[config.mk]
export PLATFORM = sky130hd
export DESIGN_NAME = vga_timing_driver_flat
export DESIGN_NICKNAME = d
export VERILOG_FILES = /design/src/rtl/vga_timing_pkg.sv /design/src/rtl/vga_timing_driver_if.sv /design/src/rtl/vga_axis_counter.sv /design/src/rtl/vga_timing_driver.sv /design/src/flat_wrapper.sv
export SDC_FILE = /design/constraint.sdc
export NUM_CORES = 1
export LEC_CHECK = 0
export CORE_MARGIN = 3
export CORE_UTILIZATION = 47
export CTS_BUF_LIST = sky130_fd_sc_hd__clkbuf_8
export DETAILED_ROUTE_END_ITERATION = 10
export GPL_ROUTABILITY_DRIVEN = 0
export HOLD_SLACK_MARGIN = 0.08
export PLACE_DENSITY_LB_ADDON = 0.25
export SYNTH_ARGS = -nofsm -noshare
export SYNTH_HDL_FRONTEND = slang
export SYNTH_SLANG_ARGS = --single-unit
export TNS_END_PERCENT = 10
[constraint.sdc]
create_clock -name clk27 -period 3.4 [get_ports clk27]
set_input_delay 0.51 -clock clk27 [delete_from_list [all_inputs] [get_ports clk27]]
set_output_delay 0.51 -clock clk27 [all_outputs]
set_load 0.02 [all_outputs]
[src/rtl/vga_timing_pkg.sv]
// Shared timing types, standard raster modes and counter sizing helper
// for the parametrised VGA timing driver.
package vga_timing_pkg;

    typedef struct packed {
        int h_front;
        int h_sync;
        int h_back;
        int h_act;
        int v_front;
        int v_sync;
        int v_back;
        int v_act;
    } mode_t;

    localparam mode_t MODE_640X480 =
        '{16, 96, 48, 640, 10, 2, 33, 480};
    localparam mode_t MODE_800X600 =
        '{40, 128, 88, 800, 1, 4, 23, 600};
    localparam mode_t MODE_1024X768 =
        '{24, 136, 160, 1024, 3, 6, 29, 768};

    function automatic int min_cnt_w(input mode_t m);
        int ht;
        int vt;
        ht = m.h_front + m.h_sync + m.h_back + m.h_act;
        vt = m.v_front + m.v_sync + m.v_back + m.v_act;
        return $clog2(ht > vt ? ht : vt);
    endfunction

    localparam int DEF_CNT_W = min_cnt_w(MODE_640X480);

endpackage

[src/rtl/vga_timing_driver_if.sv]
// Pixel fetch bus between the timing driver (master) and the
// pixel source (slave).
interface vga_timing_driver_if
    import vga_timing_pkg::*;
#(
    parameter int CNT_W   = DEF_CNT_W,
    parameter int COLOR_W = 10
);
    logic               request;
    logic [CNT_W-1:0]   current_x;
    logic [CNT_W-1:0]   current_y;
    logic               sof;
    logic               sol;
    logic [COLOR_W-1:0] r;
    logic [COLOR_W-1:0] g;
    logic [COLOR_W-1:0] b;

    modport master (
        output request, current_x, current_y, sof, sol,
        input  r, g, b
    );

    modport slave (
        input  request, current_x, current_y, sof, sol,
        output r, g, b
    );
endinterface

[src/rtl/vga_axis_counter.sv]
// One raster axis: wrapping counter with enable plus
// front/sync/back/active region decode.
module vga_axis_counter
    import vga_timing_pkg::*;
#(
    parameter int W     = 10,
    parameter int FRONT = 16,
    parameter int SYNC  = 96,
    parameter int BACK  = 48,
    parameter int ACT   = 640
) (
    input  logic         clk,
    input  logic         rst,
    input  logic         en,
    output logic [W-1:0] cnt,
    output logic         in_sync,
    output logic         in_act
);
    localparam int BLANK = FRONT + SYNC + BACK;
    localparam int TOTAL = BLANK + ACT;

    localparam logic [W-1:0] LAST    = W'(TOTAL - 1);
    localparam logic [W-1:0] SYNC_LO = W'(FRONT);
    localparam logic [W-1:0] SYNC_HI = W'(FRONT + SYNC);
    localparam logic [W-1:0] ACT_LO  = W'(BLANK);

    always_ff @(posedge clk) begin
        if (rst) begin
            cnt <= '0;
        end else if (en) begin
            cnt <= (cnt == LAST) ? '0 : cnt + W'(1);
        end
    end

    assign in_sync = (cnt >= SYNC_LO) && (cnt < SYNC_HI);
    assign in_act  = (cnt >= ACT_LO);

endmodule

[src/rtl/vga_timing_driver.sv]
// Parametrised VGA raster generator: registered DAC-side outputs and a
// combinational pixel request issued LEAD cycles ahead of display.
module vga_timing_driver
    import vga_timing_pkg::*;
#(
    parameter int COLOR_W = 10,
    parameter int CNT_W   = DEF_CNT_W,
    parameter int H_FRONT = MODE_640X480.h_front,
    parameter int H_SYNC  = MODE_640X480.h_sync,
    parameter int H_BACK  = MODE_640X480.h_back,
    parameter int H_ACT   = MODE_640X480.h_act,
    parameter int V_FRONT = MODE_640X480.v_front,
    parameter int V_SYNC  = MODE_640X480.v_sync,
    parameter int V_BACK  = MODE_640X480.v_back,
    parameter int V_ACT   = MODE_640X480.v_act,
    parameter int HS_NEG  = 1,
    parameter int VS_NEG  = 1,
    parameter int LEAD    = 1
) (
    input  logic               clk27,
    input  logic               rst27,
    vga_timing_driver_if.master pix,
    output logic [COLOR_W-1:0] vga_r,
    output logic [COLOR_W-1:0] vga_g,
    output logic [COLOR_W-1:0] vga_b,
    output logic               vga_hs,
    output logic               vga_vs,
    output logic               vga_blank,
    output logic               vga_clock
);
    localparam int H_BLANK = H_FRONT + H_SYNC + H_BACK;
    localparam int H_TOTAL = H_BLANK + H_ACT;
    localparam int V_BLANK = V_FRONT + V_SYNC + V_BACK;
    localparam int V_TOTAL = V_BLANK + V_ACT;

    if (LEAD < 1 || LEAD > H_BLANK - 1) begin : g_bad_lead
        $error("vga_timing_driver: LEAD out of range");
    end
    if (H_TOTAL > 2**CNT_W || V_TOTAL > 2**CNT_W) begin : g_bad_w
        $error("vga_timing_driver: CNT_W too small");
    end

    localparam logic [CNT_W:0]   HB_X   = (CNT_W+1)'(H_BLANK);
    localparam logic [CNT_W:0]   HT_X   = (CNT_W+1)'(H_TOTAL);
    localparam logic [CNT_W:0]   LEAD_X = (CNT_W+1)'(LEAD);
    localparam logic [CNT_W-1:0] H_LAST = CNT_W'(H_TOTAL - 1);
    localparam logic [CNT_W-1:0] VB     = CNT_W'(V_BLANK);
    localparam logic             HS_OFF = (HS_NEG != 0);
    localparam logic             VS_OFF = (VS_NEG != 0);

    logic [CNT_W-1:0] h_cnt;
    logic [CNT_W-1:0] v_cnt;
    logic             h_sync, h_act;
    logic             v_sync, v_act;
    logic             h_wrap, act;
    logic [CNT_W:0]   h_lead;
    logic             req;
    logic [CNT_W-1:0] cx, cy;

    assign h_wrap = (h_cnt == H_LAST);
    assign act    = h_act && v_act;

    vga_axis_counter #(
        .W(CNT_W), .FRONT(H_FRONT), .SYNC(H_SYNC),
        .BACK(H_BACK), .ACT(H_ACT)
    ) u_h (
        .clk(clk27), .rst(rst27), .en(1'b1),
        .cnt(h_cnt), .in_sync(h_sync), .in_act(h_act)
    );

    vga_axis_counter #(
        .W(CNT_W), .FRONT(V_FRONT), .SYNC(V_SYNC),
        .BACK(V_BACK), .ACT(V_ACT)
    ) u_v (
        .clk(clk27), .rst(rst27), .en(h_wrap),
        .cnt(v_cnt), .in_sync(v_sync), .in_act(v_act)
    );

    // One extra bit so h_cnt+LEAD never wraps back into the active range
    assign h_lead = {1'b0, h_cnt} + LEAD_X;
    assign req    = (h_lead >= HB_X) && (h_lead < HT_X) && v_act;
    assign cx     = req ? CNT_W'(h_lead - HB_X) : '0;
    assign cy     = req ? v_cnt - VB : '0;

    assign pix.request   = req;
    assign pix.current_x = cx;
    assign pix.current_y = cy;
    assign pix.sol       = req && (cx == '0);
    assign pix.sof       = req && (cx == '0) && (cy == '0);

    always_ff @(posedge clk27) begin
        if (rst27) begin
            vga_hs    <= HS_OFF;
            vga_vs    <= VS_OFF;
            vga_blank <= 1'b0;
            vga_r     <= '0;
            vga_g     <= '0;
            vga_b     <= '0;
        end else begin
            vga_hs    <= h_sync ^ HS_OFF;
            vga_vs    <= v_sync ^ VS_OFF;
            vga_blank <= act;
            vga_r     <= act ? pix.r : '0;
            vga_g     <= act ? pix.g : '0;
            vga_b     <= act ? pix.b : '0;
        end
    end

    assign vga_clock = ~clk27;

endmodule
[src/flat_wrapper.sv]
// flat-port wrapper written by rule: the top's interface ports become plain ports
module vga_timing_driver_flat import vga_timing_pkg::*;
#(
    parameter int COLOR_W = 10,
    parameter int CNT_W   = DEF_CNT_W,
    parameter int H_FRONT = MODE_640X480.h_front,
    parameter int H_SYNC  = MODE_640X480.h_sync,
    parameter int H_BACK  = MODE_640X480.h_back,
    parameter int H_ACT   = MODE_640X480.h_act,
    parameter int V_FRONT = MODE_640X480.v_front,
    parameter int V_SYNC  = MODE_640X480.v_sync,
    parameter int V_BACK  = MODE_640X480.v_back,
    parameter int V_ACT   = MODE_640X480.v_act,
    parameter int HS_NEG  = 1,
    parameter int VS_NEG  = 1,
    parameter int LEAD    = 1
)
  (clk27, rst27, vga_r, vga_g, vga_b, vga_hs, vga_vs, vga_blank, vga_clock, pix_request, pix_current_x, pix_current_y, pix_sof, pix_sol, pix_r, pix_g, pix_b);
  vga_timing_driver_if #(.CNT_W(CNT_W), .COLOR_W(COLOR_W)) pix_i ();
  input  logic clk27;
  input  logic rst27;
  output logic [COLOR_W-1:0] vga_r;
  output logic [COLOR_W-1:0] vga_g;
  output logic [COLOR_W-1:0] vga_b;
  output logic vga_hs;
  output logic vga_vs;
  output logic vga_blank;
  output logic vga_clock;
  output wire logic [$bits(pix_i.request)-1:0] pix_request;
  output wire logic [$bits(pix_i.current_x)-1:0] pix_current_x;
  output wire logic [$bits(pix_i.current_y)-1:0] pix_current_y;
  output wire logic [$bits(pix_i.sof)-1:0] pix_sof;
  output wire logic [$bits(pix_i.sol)-1:0] pix_sol;
  input wire logic [$bits(pix_i.r)-1:0] pix_r;
  input wire logic [$bits(pix_i.g)-1:0] pix_g;
  input wire logic [$bits(pix_i.b)-1:0] pix_b;
  assign pix_request = pix_i.request;
  assign pix_current_x = pix_i.current_x;
  assign pix_current_y = pix_i.current_y;
  assign pix_sof = pix_i.sof;
  assign pix_sol = pix_i.sol;
  assign pix_i.r = pix_r;
  assign pix_i.g = pix_g;
  assign pix_i.b = pix_b;
  vga_timing_driver #(.COLOR_W(COLOR_W), .CNT_W(CNT_W), .H_FRONT(H_FRONT), .H_SYNC(H_SYNC), .H_BACK(H_BACK), .H_ACT(H_ACT), .V_FRONT(V_FRONT), .V_SYNC(V_SYNC), .V_BACK(V_BACK), .V_ACT(V_ACT), .HS_NEG(HS_NEG), .VS_NEG(VS_NEG), .LEAD(LEAD)) u_core (.clk27(clk27), .rst27(rst27), .pix(pix_i), .vga_r(vga_r), .vga_g(vga_g), .vga_b(vga_b), .vga_hs(vga_hs), .vga_vs(vga_vs), .vga_blank(vga_blank), .vga_clock(vga_clock));
endmodule
==> results of run 1 <==
==> flip-flops by register name, summed over array words and instances, names as in the netlist <==
register / count
u_core.u_h.cnt: 10
u_core.u_v.cnt: 10
u_core.vga_vs: 1
u_core.vga_blank: 1
u_core.vga_g: 10
u_core.vga_hs: 1
u_core.vga_r: 10
u_core.vga_b: 10
==> worst max path at each step <==
stage	from	endpoint	depth (start not counted)
final	u_core.u_h.cnt[1]	pix_current_y[5]	15
after global routing	u_core.u_h.cnt[1]	pix_current_y[5]	15
after CTS	u_core.u_h.cnt[0]	pix_current_x[6]	15
after detailed placement	u_core.u_h.cnt[0]	pix_current_y[5]	14
after global placement	u_core.u_h.cnt[0]	pix_current_y[5]	14
after floorplan	u_core.u_h.cnt[0]	pix_current_x[8]	13
==> cell type report <==
cell class                 instances  area [um^2]
tap                               70        87.58
timing repair buffer             117         1030
inverter                          13        48.80
sequential                        53         1065
clock inverter                     4        30.03
clock buffer                       6        78.83
fill                             405         1396
multi-input combinational        218         1567
==> through the flow <==
step / area (um^2) / utilization
after global routing: 3906 / 0.7367
after global placement: 3726 / 0.7027
after detailed placement: 3726 / 0.7027
after CTS: 3822 / 0.7209
final: 3906 / 0.7367
after floorplan: 2688 / -
==> cells in the final DEF (no fill, tap or decap), types with 3 or more instances in the layout <==
cell type	instances
nand2_1	12
inv_1	12
xnor2_1	9
o211ai_1	5
nand3b_1	3
nor3_1	9
o21ai_0	4
clkbuf_8	5
dfxtp_1	50
nand4_1	5
ha_1	7
and2_1	32
and3_1	4
or3_1	3
nand3_1	5
clkdlybuf4s50_1	65
xor2_1	14
dfxtp_2	3
buf_4	38
nor2b_1	4
buf_6	3
nor2_1	45
buf_2	8
==> report_power, final <==
| part | total [W] | switching [W] | internal, W |
|---|---|---|---|
| Combinational | 0.0000640 | 0.0000227 | 0.0000413 |
| Sequential | 0.000627 | 0.00000306 | 0.000624 |
| Clock | 0.000424 | 0.000249 | 0.000175 |
| Total | 0.00112 | 0.000274 | 0.000841 |
==> kinds of logic (layout without fill, tap and decap cells) <==
kind of cell | count (synthesis) | in the layout | synth area share
simple gates | 144 | 144 | 0.2989
flops | 53 | 53 | 0.3948
buf+inv | 39 | 140 | 0.06052
compound gates | 36 | 36 | 0.1029
xor+xnor | 27 | 27 | 0.09311
fa+ha+maj | 9 | 9 | 0.04190
mux | 2 | 2 | 0.007914
==> worst reg2reg max path, cell delays in order (launching register included) <==
cell and delay (ns):
dfxtp_1 0.59, nand3b_1 0.27, nor4_2 0.56, and3_1 0.28, nand4_1 0.12, xor2_1 0.15
nor2_1 0.05
==> metal layers <==
| metal | global-route usage | up-vias | wire length, um |
|---|---|---|---|
| li1 | - | 1237 | - |
| met1 | 0.2478 | 1157 | 2805 |
| met2 | 0.3876 | 122 | 3370 |
| met3 | 0.1129 | 14 | 892 |
| met4 | 0.06645 | 0 | 129 |
| met5 | 0 | - | 0 |
==> timing repair <==
item | in CTS | in global routing
pin swaps | 3 | 9
cloned | 1 | 0
buffers inserted | 4 | 1
resized for setup | 105 | 22
endpoints found under the setup margin | 23 | 23
hold buffers | 0 | 0
==> impl_metrics.csv, run 1 <==
group,metric,value,unit
status,status,"finished, final reports clean",
critical_path,crit_fanout,6,
cells_and_area,instances_no_fill,481,
synthesis,yosys_warnings,0,
critical_path,end_kind,"primary output",
clock_network,root_buffer,"clkbuf_8",
global_route,grt_usage,0.2270,
critical_path,r2r_cells,6,
sta,worst_pin_slew,0.7508,ns
sta,setup_slack,0.003403,ns
min_path,hold_depth,2,
sta,final-max-slew-violation-count,0,
clock_network,clk_pin_slew,0.10,ns
synthesis,syn-cell-area,2688,um^2
synthesis,yosysSeqAreaShare,0.3948,
synthesis,ys_ff_latch,53,
drt,vias,2530,
run,maxCapViolCount,0,
critical_path,cpPeakStageDelay,0.37,ns
synthesis,synthCells,310,
synthesis,avgSynthCellArea,8.670,um^2
place,io_buffers,88,
cells_and_area,num_antenna_cells,0,
sta,min_period,3.397,ns
clock_network,h-tree-depth,2,
critical_path,reg2reg_to,"u_core.u_v.cnt[9]",
synthesis,synthArstFlopShare,0,
sta,timing.final.crit_share,0.9990,
synthesis,synth_cell_type_count,55,
synthesis,synth_top_area_share,0.3948,
synthesis,synth_most_common_cell,"dfxtp_1",
place,preCtsSetupSlack,-0.1335,ns
synthesis,synth_edf_count,0,
cells_and_area,layout-drive-gt1-share,0.2190,
clock_network,cts_made_buffers,5,
drt,ant_nets,0,
global_route,grt_pass1_vias,2482,
critical_path,cp.required,2.89,ns
cells_and_area,syn2layout_area_growth,45.34,%
pwr,leakagePower,1.648,nW
die,die_h,81.62,um
critical_path,crit_family,"simple AND/OR/NAND/NOR gates",
critical_path,critPathArrivalTime,2.89,ns
drt,drt_pass1_iterations,4,
die,die_x,81.62,um
clock_network,tritoncts,"done",
min_path,hold_path.class,"reg2reg",
die,ios,89,
min_path,worstHoldStart,"u_core.u_h.cnt[0]",
critical_path,path_buf_inv,5,
cells_and_area,final_nets,451,
min_path,hold_end,"u_core.u_h.cnt[0]",
synthesis,synth_top_cell_by_area,"dfxtp_1",
sta,finalSetupViolations,0,
pwr,powerDensity,285.5,nW/um^2
sta,fmax,294.4,MHz
global_route,grt.overflow.total,0,
global_route,grt_pass1_wl,11600,um
critical_path,crit_type,"reg2out",
drt,wl_per_cell,14.96,um
critical_path,r2r_setup_slack,1.27,ns
place,numPlacedInstances,467,
die,core_area,5303,um^2
critical_path,path_cells,"ha_4, and4_4, nand2_4, xnor2_4, inv_2, ha_4, inv_2, or3_1, nand4_1, and3_4, o211ai_1, buf_4, buf_6, nor3b_2, buf_4",
drt,drtIter0Drc,187,
global_route,antenna_found_initial,0,
sta,maxSlewHeadroom,0.4995,
clock_network,clk_latency,0.31,ns
synthesis,syn-num-nets,351,
global_route,grt_max_degree,32,
synthesis,synth-main-ff-cell,"dfxtp_1",
sta,tns,0,ns
die,num_rows,26,
sta,hold_viol,0,
drt,totalWireLength,7197,um
critical_path,critPathLaunchType,"register",
synthesis,synth_common_cells,"dfxtp_1, nor2_1, and2_1",
sta,fin_skew,0.003258,ns
die,dieArea,6662,um^2
drt,via_per_inst,5.260,
critical_path,timing.rr.start,"u_core.u_h.cnt[8]",
pwr,vdd_drop_max,0.2496,mV
clock_network,clock_path_buffers,2,
place,place_hpwl,5390,um
drt,drc,0,
sta,timing.hold.ws,0.5980,ns
die,initial_core_util,0.5068,
sta,rsz0062_at_grt,"true",
synthesis,synth_area_leaders,"dfxtp_1, and2_1, nor2_1",
pwr,power.total,0.001115,W
critical_path,crit_slowest_cell,"dfxtp_2",
(Power assumes the default switching activity.)
==> inputs of run 2 (changes only) <==
--- a/config.mk
+++ b/config.mk
@@ -8,9 +8,11 @@
 export CORE_MARGIN = 3
 export CORE_UTILIZATION = 47
 export CTS_BUF_LIST = sky130_fd_sc_hd__clkbuf_8
+export CTS_CLUSTER_DIAMETER = 80
 export DETAILED_ROUTE_END_ITERATION = 10
 export GPL_ROUTABILITY_DRIVEN = 0
 export HOLD_SLACK_MARGIN = 0.08
+export MAX_ROUTING_LAYER = met4
 export PLACE_DENSITY_LB_ADDON = 0.25
 export SYNTH_ARGS = -nofsm -noshare
 export SYNTH_HDL_FRONTEND = slang
==> constraint.sdc (replaced) <==
create_clock -name clk27 -period 3.4 [get_ports clk27]
set_input_delay 0.51 -clock clk27 [delete_from_list [all_inputs] [get_ports clk27]]
set_output_delay 0.51 -clock clk27 [all_outputs]
set_load 0.05 [all_outputs]
==> impl_metrics.csv, run 2 (synthesized netlist as in run 1, its figures left out) <==
group,metric,value,unit
critical_path,end_kind,"primary output",
cells_and_area,multiInputGateArea,1682,um^2
sta,setup_slack,-0.06987,ns
global_route,antenna_found_initial,0,
cells_and_area,syn2layout_area_growth,61.08,%
drt,via_per_inst,5.442,
status,status,"finished with violations",
cells_and_area,layout_commonest_cell,"clkdlybuf4s50_1",
status,violations,"setup timing",
clock_network,tritoncts,"done",
min_path,hold_path.class,"reg2reg",
place,place_hpwl,5255,um
cells_and_area,fin_util,0.8164,
global_route,grt_usage,0.2478,
clock_network,clock_path_buffers,2,
sta,finalSetupViolations,9,
cells_and_area,num_antenna_cells,0,
die,die_h,81.62,um
global_route,grt.overflow.total,0,
cells_and_area,layout-drive-gt1-share,0.2531,
global_route,grt_max_degree,32,
pwr,combPwrFrac,0.055,
cells_and_area,seqCellArea,1069,um^2
clock_network,cts_made_buffers,5,
pwr,powerDensity,283.6,nW/um^2
place,preCtsSetupSlack,-0.02087,ns
sta,final-max-slew-violation-count,0,
clock_network,clk_pin_slew,0.10,ns
critical_path,critPathArrivalTime,2.96,ns
critical_path,r2r_cells,7,
clock_network,clk_latency,0.31,ns
critical_path,critPathLaunchType,"register",
critical_path,crit_type,"reg2out",
global_route,grt_pass1_wl,12340,um
global_route,grt_pass1_vias,2635,
sta,maxSlewHeadroom,0.4933,
critical_path,crit_fanout,7,
sta,timing.hold.ws,0.6019,ns
cells_and_area,fillers,293,
drt,totalWireLength,7712,um
place,io_buffers,88,
drt,wl_per_cell,16.30,um
sta,min_period,3.470,ns
sta,timing.final.crit_share,1.021,
drt,drc,0,
min_path,hold_depth,2,
die,die_x,81.62,um
die,num_rows,26,
sta,fin_skew,0.006186,ns
cells_and_area,final_nets,443,
cells_and_area,mostFrequentLayoutCells,"clkdlybuf4s50_1, dfxtp_1, and2_1",
pwr,power.share.clock,0.434,
drt,vias,2574,
pwr,seq_power_share,0.511,
die,core_area,5303,um^2
pwr,vdd_drop_max,0.4788,mV
die,dieArea,6662,um^2
drt,drt_pass1_iterations,5,
clock_network,h-tree-depth,2,
drt,drtIter0Drc,429,
sta,hold_viol,0,
die,ios,89,
run,maxCapViolCount,0,
clock_network,root_buffer,"clkbuf_8",
pwr,switching_power,0.0002975,W
sta,worst_pin_slew,0.7600,ns
critical_path,cp.required,2.89,ns
pwr,swShare,0.2423,
drt,ant_nets,0,
die,initial_core_util,0.5068,
pwr,internal_power,0.0009302,W
sta,fmax,288.2,MHz
pwr,leakagePower,1.697,nW
sta,rsz0062_at_grt,"true",
==> run 2: cell types whose count changed in the layout (fill, tap and decap cells not counted), sizes merged <==
cell	delta
buf	-6
clkdlybuf4s15	-1
clkbuf	+1
dlygate4sd2	-1
inv	-2
bufinv	+1
==> run 2: area by class of cell <==
class                      count  share of cell area
inverter                      13             0.01185
clock inverter                 3            0.009827
clock buffer                   7             0.02139
sequential                    53              0.2468
timing repair buffer         109              0.3014
multi-input combinational    218              0.3884
tap                           70             0.02023
==> run 2: worst paths after layout <==
| kind | end | slack (ns) | from |
|---|---|---|---|
| worst max register to register | u_core.vga_g[0] | 1.14 | u_core.u_v.cnt[0] |
| worst min register to register | u_core.u_h.cnt[0] | 0.60 | u_core.u_h.cnt[0] |
| worst min-delay path | u_core.u_h.cnt[0] | 0.60 | u_core.u_h.cnt[0] |
| worst max-delay path | pix_request | -0.07 | u_core.u_h.cnt[1] |
==> run 2: layer usage <==
| metal | wire (um) | global-route usage | part of all wire |
|---|---|---|---|
| met5 | 0 | - | 0 |
| met4 | 236 | 0.1096 | 0.031 |
| met3 | 734 | 0.08004 | 0.095 |
| met2 | 3736 | 0.4039 | 0.48 |
| met1 | 3003 | 0.2781 | 0.39 |
==> run 2: power groups by stage <==
stage	Sequential, W	Clock (W)	Combinational (W)
3_5_place_dp	0.000641	0.0000719	0.0000628
4_1_cts	0.000627	0.000538	0.0000656
5_1_grt	0.000628	0.000561	0.0000738
6_report	0.000627	0.000533	0.0000675
2_1_floorplan	0.000642	0.0000497	0.0000193
3_3_place_gp	0.000641	0.0000719	0.0000612
==> run 2: per-stage QoR <==
stage / power [W] / TNS, ns / cells / area (um^2)
final: 0.001228 / -0.2660 / 473 / 4329
after global routing: 0.001263 / -2.414 / 473 / 4329
after CTS: 0.001231 / -0.9962 / 468 / 4238
after detailed placement: 0.0007758 / -0.03510 / 451 / 3923
after global placement: 0.0007741 / 0 / 451 / 3923
after floorplan: 0.0007111 / 0 / 310 / 2761
==> run 2: timing repair <==
action,in CTS,in global routing
pin swaps,17,5
hold buffers,0,0
gates resized for setup,23,16
setup buffers,8,5
gates cloned,1,0
endpoints found under the setup margin,22,23
==> run 2: worst max-delay path, cell delays in order, from the launching register on <==
cell and delay, ns:
dfxtp_2 0.37, ha_4 0.14, and4_4 0.22, nand2_4 0.06, xnor2_2 0.22, inv_2 0.08
ha_4 0.17, buf_4 0.14, buf_4 0.13, o22a_1 0.15, and3_4 0.18, o211ai_1 0.19
buf_4 0.20, clkbuf_16 0.17, inv_1 0.08, buf_12 0.15
==> inputs of run 3 (changes only) <==
==> constraint.sdc (replaced) <==
create_clock -name clk27 -period 3.51 [get_ports clk27]
set_input_delay 0.5265 -clock clk27 [delete_from_list [all_inputs] [get_ports clk27]]
set_output_delay 0.5265 -clock clk27 [all_outputs]
set_load 0.05 [all_outputs]
==> impl_metrics.csv, run 3 (synthesized netlist as in run 1, its figures left out) <==
group,metric,value,unit
status,status,"finished with violations",
status,violations,"setup timing",
sta,maxSlewHeadroom,0.5009,
sta,finalSetupViolations,19,
place,place_area,3874,um^2
cells_and_area,layout_commonest_cell,"clkdlybuf4s50_1",
critical_path,end_kind,"primary output",
min_path,hold_depth,2,
critical_path,path_buf_inv,5,
critical_path,crit_fanout,6,
critical_path,r2r_setup_slack,-0.03,ns
die,core_area,5303,um^2
sta,fmax,280.0,MHz
global_route,grt_pass1_wl,12890,um
sta,timing.final.crit_share,1.018,
min_path,hold_path.class,"reg2reg",
min_path,worstHoldStart,"u_core.u_h.cnt[0]",
die,dieArea,6662,um^2
global_route,grt_pass1_vias,2626,
min_path,hold_end,"u_core.u_h.cnt[0]",
sta,fin_skew,0.005991,ns
sta,timing.hold.ws,0.6063,ns
global_route,grt_usage,0.2625,
clock_network,h-tree-depth,2,
drt,via_per_inst,5.488,
drt,vias,2678,
drt,wl_per_cell,17.31,um
die,die_x,81.62,um
run,maxCapViolCount,0,
critical_path,cpPeakStageDelay,0.39,ns
drt,totalWireLength,8447,um
global_route,grt.overflow.total,0,
cells_and_area,fin_util,0.8141,
die,die_h,81.62,um
sta,min_period,3.571,ns
die,initial_core_util,0.5068,
place,preCtsSetupSlack,0.04972,ns
drt,ant_nets,0,
critical_path,reg2reg_to,"u_core.u_h.cnt[6]",
cells_and_area,mostFrequentLayoutCells,"clkdlybuf4s50_1, dfxtp_1, buf_4",
sta,hold_viol,0,
critical_path,crit_type,"reg2out",
global_route,antenna_found_initial,0,
cells_and_area,instances_no_fill,488,
critical_path,critPathLaunchType,"register",
critical_path,crit_family,"compound AO/OA/AOI/OAI gates",
critical_path,crit_top_cell,"buf_4",
global_route,grt_max_degree,32,
clock_network,cts_made_buffers,5,
critical_path,path_cells,"ha_4, and4_4, nand2_4, xnor2_4, inv_2, ha_2, buf_4, o41ai_2, a21oi_2, o211ai_1, buf_4, inv_1, buf_12",
cells_and_area,layout-drive-gt1-share,0.2656,
clock_network,root_buffer,"clkbuf_8",
sta,rsz0062_at_grt,"true",
die,num_rows,26,
place,numPlacedInstances,455,
cells_and_area,fin_area,4317,um^2
clock_network,clk_latency,0.30,ns
die,ios,89,
critical_path,r2r_cells,25,
sta,final-max-slew-violation-count,0,
pwr,powerDensity,266.2,nW/um^2
clock_network,tritoncts,"done",
drt,drtIter0Drc,247,
critical_path,crit_slowest_cell,"o41ai_2",
cells_and_area,syn2layout_area_growth,60.61,%
place,place_hpwl,5618,um
drt,drc,0,
pwr,vdd_drop_max,0.2609,mV
drt,drt_pass1_iterations,5,
pwr,leakagePower,1.730,nW
sta,setup_slack,-0.06143,ns
cells_and_area,final_nets,458,
clock_network,cts_hold_buf,0,
critical_path,critPathArrivalTime,3.04,ns
clock_network,clk_pin_slew,0.09,ns
critical_path,timing.rr.start,"u_core.u_h.cnt[0]",
critical_path,cp.required,2.98,ns
clock_network,clock_path_buffers,2,
place,io_buffers,88,
sta,worst_pin_slew,0.7486,ns
cells_and_area,num_antenna_cells,0,
run 3: report_power, final:
group | internal, W | switching, W
clock network | 0.000231 | 0.000249
logic | 0.0000400 | 0.0000220
registers | 0.000604 | 0.00000321
total | 0.000875 | 0.000274
run 3: routing by layer:
layer  part of all wire  up-vias  global-route usage
met5                  0        -                   -
met4              0.028        0              0.1229
met3               0.10       26              0.1031
met2               0.49      156              0.4121
met1               0.38     1245              0.2937
li1                   -     1251                   -
run 3: final cells by class:
| class | count | area (um^2) |
|---|---|---|
| clock buffers | 6 | 78.83 |
| repair buffers | 124 | 1383 |
| clock inverters | 4 | 45.04 |
| well taps | 70 | 87.58 |
| fillers | 345 | 985.9 |
| multi-input cells | 218 | 1609 |
| inverters | 13 | 48.80 |
| flip-flops and latches | 53 | 1065 |
run 3: how the worst max path moves through the flow:
stage	slack [ns]	from	endpoint	depth (start not counted)
final	-0.06	u_core.u_h.cnt[0]	pix_request	13
after detailed placement	0.05	u_core.u_h.cnt[0]	pix_current_y[5]	14
after global placement	0.19	u_core.u_h.cnt[4]	pix_current_y[5]	12
after CTS	0.01	u_core.u_h.cnt[1]	pix_current_y[5]	14
after global routing	-0.16	u_core.u_h.cnt[0]	pix_request	13
after floorplan	-0.18	u_core.u_h.cnt[0]	pix_current_x[8]	13
run 3: what timing repair did:
| item | CTS | global route |
|---|---|---|
| pin swaps | 6 | 7 |
| gates cloned | 1 | 0 |
| buffers inserted | 22 | 2 |
| setup endpoints to repair | 21 | 23 |
| resized for setup | 25 | 15 |
run 3: worst min-delay path, stage by stage, from the launching register on:
cell,delay [ns]
dfxtp_2,0.37
buf_4,0.16
nor2_1,0.05
run 3: metrics by stage:
stage	total power [W]	setup TNS, ns
after floorplan	0.0006863	-2.761
after global placement	0.0007481	0
after detailed placement	0.0007497	0
after CTS	0.001159	0
after global routing	0.001188	-2.372
final	0.001149	-0.6624
